**config.mk**
```make
export PLATFORM = sky130hd
export DESIGN_NAME = ysyx_25060170_ifu_fetch_flat
export DESIGN_NICKNAME = d
export VERILOG_FILES = /design/src/rtl/ysyx_25060170_ifu_fetch_if.sv /design/src/rtl/ysyx_25060170_ifu_fetch.sv /design/src/flat_wrapper.sv
export SDC_FILE = /design/constraint.sdc
export NUM_CORES = 1
export LEC_CHECK = 0
export BUFFER_PORTS_ARGS = -buffer_cell sky130_fd_sc_hd__buf_2
export CORE_UTILIZATION = 54
export CTS_CLUSTER_DIAMETER = 200
export DETAILED_ROUTE_END_ITERATION = 7
export PLACE_DENSITY = 0.86
export SYNTH_ARGS = -nofsm -noshare
export SYNTH_HDL_FRONTEND = slang
export SYNTH_SLANG_ARGS = --single-unit
export TNS_END_PERCENT = 5
```
**constraint.sdc**
```tcl
create_clock -name clk -period 5.5 [get_ports clk]
set_clock_uncertainty 0.15 [all_clocks]
set_input_delay 0.55 -clock clk [delete_from_list [all_inputs] [get_ports clk]]
set_output_delay 0.55 -clock clk [all_outputs]
set_load 0.05 [all_outputs]
```
**src/rtl/ysyx_25060170_ifu_fetch_if.sv**
```systemverilog
// Instruction-memory port between the fetch unit and memory:
// a request channel and a response channel, each with a valid/ready handshake.
interface ysyx_25060170_ifu_fetch_if;
   logic        imem_req_valid;
   logic        imem_req_ready;
   logic [31:0] imem_req_addr;
   logic        imem_resp_valid;
   logic        imem_resp_ready;
   logic [31:0] imem_resp_data;
   logic        imem_resp_err;

   modport master (
      output imem_req_valid, imem_req_addr, imem_resp_ready,
      input  imem_req_ready, imem_resp_valid, imem_resp_data, imem_resp_err
   );

   modport slave (
      input  imem_req_valid, imem_req_addr, imem_resp_ready,
      output imem_req_ready, imem_resp_valid, imem_resp_data, imem_resp_err
   );
endinterface

```
**src/rtl/ysyx_25060170_ifu_fetch.sv**
```systemverilog
// Fetch unit: owns the fetch PC, keeps one request in flight on the imem port,
// and presents each returned instruction to decode. Redirects squash in-flight work.
module ysyx_25060170_ifu_fetch #(
   parameter logic [31:0] RESET_PC = 32'h8000_0000,
   parameter logic [31:0] PC_STEP  = 32'd4
) (
   input  logic                               clk,
   input  logic                               rst,
   ysyx_25060170_ifu_fetch_if.master          imem,
   input  logic                               redirect_valid,
   input  logic [31:0]                        redirect_pc,
   input  logic                               id_allowin,
   output logic                               if_valid,
   output logic [31:0]                        if_inst,
   output logic [31:0]                        if_pc,
   output logic                               if_err,
   output logic [31:0]                        fetch_cnt
);

   typedef enum logic [1:0] {S_REQ, S_WAIT, S_HOLD, S_DROP} state_t;

   state_t      state, state_nxt;
   logic [31:0] fetch_pc, fetch_pc_nxt;
   logic        capture;
   logic        deliver;
   logic        squash;

   always_comb begin
      state_nxt            = state;
      capture              = 1'b0;
      deliver              = 1'b0;
      squash               = 1'b0;
      imem.imem_req_valid  = 1'b0;
      imem.imem_resp_ready = 1'b0;
      imem.imem_req_addr   = fetch_pc;
      case (state)
         S_REQ: begin
            imem.imem_req_valid = 1'b1;
            if (imem.imem_req_ready)
               state_nxt = redirect_valid ? S_DROP : S_WAIT;
         end
         S_WAIT: begin
            imem.imem_resp_ready = 1'b1;
            if (imem.imem_resp_valid) begin
               if (redirect_valid) begin
                  state_nxt = S_REQ;
               end else begin
                  capture   = 1'b1;
                  state_nxt = S_HOLD;
               end
            end else if (redirect_valid) begin
               state_nxt = S_DROP;
            end
         end
         S_HOLD: begin
            if (redirect_valid) begin
               squash    = 1'b1;
               state_nxt = S_REQ;
            end else if (id_allowin) begin
               deliver   = 1'b1;
               state_nxt = S_REQ;
            end
         end
         S_DROP: begin
            imem.imem_resp_ready = 1'b1;
            if (imem.imem_resp_valid)
               state_nxt = S_REQ;
         end
         default: state_nxt = S_REQ;
      endcase
      // Handshake strobes stay low during the reset cycle regardless of the stale state.
      if (rst) begin
         imem.imem_req_valid  = 1'b0;
         imem.imem_resp_ready = 1'b0;
      end
      if (redirect_valid)
         fetch_pc_nxt = redirect_pc;
      else if (deliver)
         fetch_pc_nxt = fetch_pc + PC_STEP;
      else
         fetch_pc_nxt = fetch_pc;
   end

   always_ff @(posedge clk) begin
      if (rst) begin
         state     <= S_REQ;
         fetch_pc  <= RESET_PC;
         if_valid  <= 1'b0;
         if_inst   <= '0;
         if_pc     <= '0;
         if_err    <= 1'b0;
         fetch_cnt <= '0;
      end else begin
         state    <= state_nxt;
         fetch_pc <= fetch_pc_nxt;
         if (capture) begin
            if_valid <= 1'b1;
            if_inst  <= imem.imem_resp_data;
            if_err   <= imem.imem_resp_err;
            if_pc    <= fetch_pc;
         end else if (deliver || squash) begin
            if_valid <= 1'b0;
         end
         if (deliver)
            fetch_cnt <= fetch_cnt + 32'd1;
      end
   end

endmodule

```
**src/flat_wrapper.sv**
```systemverilog
// flat-port wrapper written by rule: the top's interface ports become plain ports
module ysyx_25060170_ifu_fetch_flat 
#(
   parameter logic [31:0] RESET_PC = 32'h8000_0000,
   parameter logic [31:0] PC_STEP  = 32'd4
)
  (clk, rst, redirect_valid, redirect_pc, id_allowin, if_valid, if_inst, if_pc, if_err, fetch_cnt, imem_imem_req_valid, imem_imem_req_addr, imem_imem_resp_ready, imem_imem_req_ready, imem_imem_resp_valid, imem_imem_resp_data, imem_imem_resp_err);
  ysyx_25060170_ifu_fetch_if imem_i ();
  input  logic clk;
  input  logic rst;
  input  logic redirect_valid;
  input  logic [31:0] redirect_pc;
  input  logic id_allowin;
  output logic if_valid;
  output logic [31:0] if_inst;
  output logic [31:0] if_pc;
  output logic if_err;
  output logic [31:0] fetch_cnt;
  output wire logic [$bits(imem_i.imem_req_valid)-1:0] imem_imem_req_valid;
  output wire logic [$bits(imem_i.imem_req_addr)-1:0] imem_imem_req_addr;
  output wire logic [$bits(imem_i.imem_resp_ready)-1:0] imem_imem_resp_ready;
  input wire logic [$bits(imem_i.imem_req_ready)-1:0] imem_imem_req_ready;
  input wire logic [$bits(imem_i.imem_resp_valid)-1:0] imem_imem_resp_valid;
  input wire logic [$bits(imem_i.imem_resp_data)-1:0] imem_imem_resp_data;
  input wire logic [$bits(imem_i.imem_resp_err)-1:0] imem_imem_resp_err;
  assign imem_imem_req_valid = imem_i.imem_req_valid;
  assign imem_imem_req_addr = imem_i.imem_req_addr;
  assign imem_imem_resp_ready = imem_i.imem_resp_ready;
  assign imem_i.imem_req_ready = imem_imem_req_ready;
  assign imem_i.imem_resp_valid = imem_imem_resp_valid;
  assign imem_i.imem_resp_data = imem_imem_resp_data;
  assign imem_i.imem_resp_err = imem_imem_resp_err;
  ysyx_25060170_ifu_fetch #(.RESET_PC(RESET_PC), .PC_STEP(PC_STEP)) u_core (.clk(clk), .rst(rst), .imem(imem_i), .redirect_valid(redirect_valid), .redirect_pc(redirect_pc), .id_allowin(id_allowin), .if_valid(if_valid), .if_inst(if_inst), .if_pc(if_pc), .if_err(if_err), .fetch_cnt(fetch_cnt));
endmodule
```
==> metrics.cfg <==
[grt]
grt_max_degree=93
grt_pass1_wl_um=24520
gr-total-overflow=0
track_usage_pct=27.58
grt_pass1_vias=5015
antenna_found_initial=0

[clocking]
h-tree-depth=4
cts_hold_buf=0
cts_buffers=17
cts_tree=done
insertion_delay_ns=0.52
cts_num_sinks=132
clockBufferDepth=2
cts_setup_buffers=0
postCtsResizedCells=0
path_clk_slew_ns=0.06
cts_root_buf=clkbuf_8

[worst_setup_path]
critPathKind=flop to flop
end_kind=flop
cp.required_ns=5.77
crit_path_max_fanout=18
cp.arrival_ns=3.21
cp-start-kind=flop

[yosys]
syn_avg_cell_area_um2=8.016
yosysMostFrequentCell=nand2_1
synth_edf_count=0
syn_area_mm2=0.005779
yosysSeqAreaShare_pct=45.72
ys_seq_elements=132
yosys-top-cells-area=dfxtp_1 46%, nand2_1 10%, a21oi_1 7.5%
yosys.area.top_type=dfxtp_1
synthTopCellsByCount=156 x nand2_1, 132 x dfxtp_1, 87 x a21oi_1
synthArstFlopShare_pct=0
yosys_warnings=0
ys.flop_type=dfxtp_1
syn_nets=794
synth_cells=721
yosysTopAreaCellShare_pct=45.72
yosysUniqueCellTypes=40

[timing]
relSlewSlack_pct=35.42
max_freq_mhz=340.3
min_period_over_period_pct=53.44
hold_viol_final=0
setup_tns_ns=0
worstMarginPinSlew_ns=0.9687
slew_viol_final=0
rsz0062_at_grt=false
holdWs_ns=0.1098
setup_viol=0
fin_crit_ns=2.939
finalWorstSetupSlack_ns=2.561

[layout]
antenna_cells=0
fill_cells=835
final_util_pct=71.62
regArea_mm2=0.002643
drive_above_1_share_pct=27.53
multiInputGateArea_mm2=0.002893
syn_to_final_growth_pct=28.51
fin_area_mm2=0.007427
finalNetCount=969

[placement]
placement.io_buffers=202
gp_congestion=0.8601
place_ws_ns=2.442
placed_area_mm2=0.006790
hpwlAfterDp_um=10060

[floorplan]
core_area_mm2=0.01037
io_pins=203
initial_utilization_pct=55.73
dieHeight_um=105.5
row_count=37
die-width_um=105.5
die_area_mm2=0.01112

[status]
outcome=completed

[job]
drv_cap=0

[detailed_routing]
drc=0
dr.first_iter.drc_count=354
final_antenna_net_count=0
firstDrtPassIters=5
dr_total_vias=5840
postRouteWirelength_um=15380
vias_per_cell=5.594
wire_per_inst_um=14.73

[power]
irDropWorstVdd_uv=278.3
p_leak_uw=0.003033
power_density_mw_per_mm2=332.2

[worst_hold_path]
hold_path.class=input pin to flop

==> logic make-up (layout without fill, tap and decap cells) <==
family | after synthesis | after routing | share of synthesized area (%)
muxes | 11 | 11 | 2.100
DFF | 132 | 132 | 45.72
and+or+nand+nor | 344 | 344 | 29.16
adders and majority gates | 2 | 2 | 0.4329
xor gates and xnor gates | 16 | 16 | 2.425
AOI/OAI and AO/OA | 154 | 154 | 15.80
buffers and inverters | 62 | 249 | 4.351
==> sequential cells by signal (all words and copies together), names as in the netlist <==
register and cells:
u_core.if_inst 32, u_core.state 2, u_core.if_pc 32, u_core.fetch_cnt 32
u_core.if_err 1, u_core.if_valid 1, u_core.imem.imem_req_addr 32
==> stage by stage <==
stage | power, uW | instances
5_1_grt | 2548 | 1044
3_5_place_dp | 1281 | 1013
3_3_place_gp | 1279 | 1013
2_1_floorplan | 1206 | 721
4_1_cts | 2484 | 1044
6_report | 2467 | 1044
==> where the power goes <==
| group | total [uW] | internal [uW] | switching [uW] |
|---|---|---|---|
| logic | 242 | 67.4 | 174 |
| registers | 1020 | 984 | 38.0 |
| clock network | 1200 | 812 | 391 |
| total | 2470 | 1860 | 603 |
==> worst max-delay path: stages (launching register included) <==
cell and delay, ns:
dfxtp_1 0.58, and3b_1 0.53, nand4_1 0.62, or4_1 0.66
a311oi_1 0.29
==> cell usage in the layout, fill, tap and decap left out, types with 8 or more instances in the layout <==
cell type  netlist  final
o31ai_1         15     15
buf_2            0    201
a21oi_1         87     87
nand4_1         18     18
nor4_1           8      8
nor2_1          55     54
or3_1           19     19
mux2_2           9      9
a311oi_1        18     18
xor2_1           8      8
nor2b_1         10     10
inv_1           12     12
and4_1          12     12
nor3_1           9      9
a211oi_1         8      8
xnor2_1          8      8
nand3_1         21     21
nand2_1        156    156
dfxtp_1        132    132
o21ai_0         21     21
or4_1           19     19
clkbuf_16        0     16
==> area by class of cell <==
class	count	share of cell area [%]
Multi-Input combinational cell	527	38.95
Sequential cell	132	35.58
Timing Repair Buffer	205	13.95
Clock buffer	21	6.183
Clock inverter	10	2.392
Tap cell	136	2.291
Inverter	13	0.6570
==> worst paths after layout <==
path | from | to | slack (ns) | cells after the start
worst min-delay path | imem_imem_resp_data[27] | u_core.if_inst[27] | 0.11 | 3
worst max-delay path | u_core.state[1] | u_core.imem.imem_req_addr[26] | 2.56 | 4
worst max register to register | u_core.state[1] | u_core.imem.imem_req_addr[26] | 2.56 | 4
worst min register to register | u_core.if_pc[28] | u_core.if_pc[28] | 0.30 | 2
==> layer usage <==
| layer | vias to the layer above | global-route usage, % | part of all wire [%] |
|---|---|---|---|
| met3 | 22 | 6.803 | 6.9 |
| met1 | 2679 | 34.42 | 43 |
| met5 | - | 0 | 0 |
| met4 | 0 | 11.07 | 1.9 |
| li1 | 2911 | - | - |
| met2 | 228 | 45.54 | 48 |
Power figures use the tool's default switching activity.
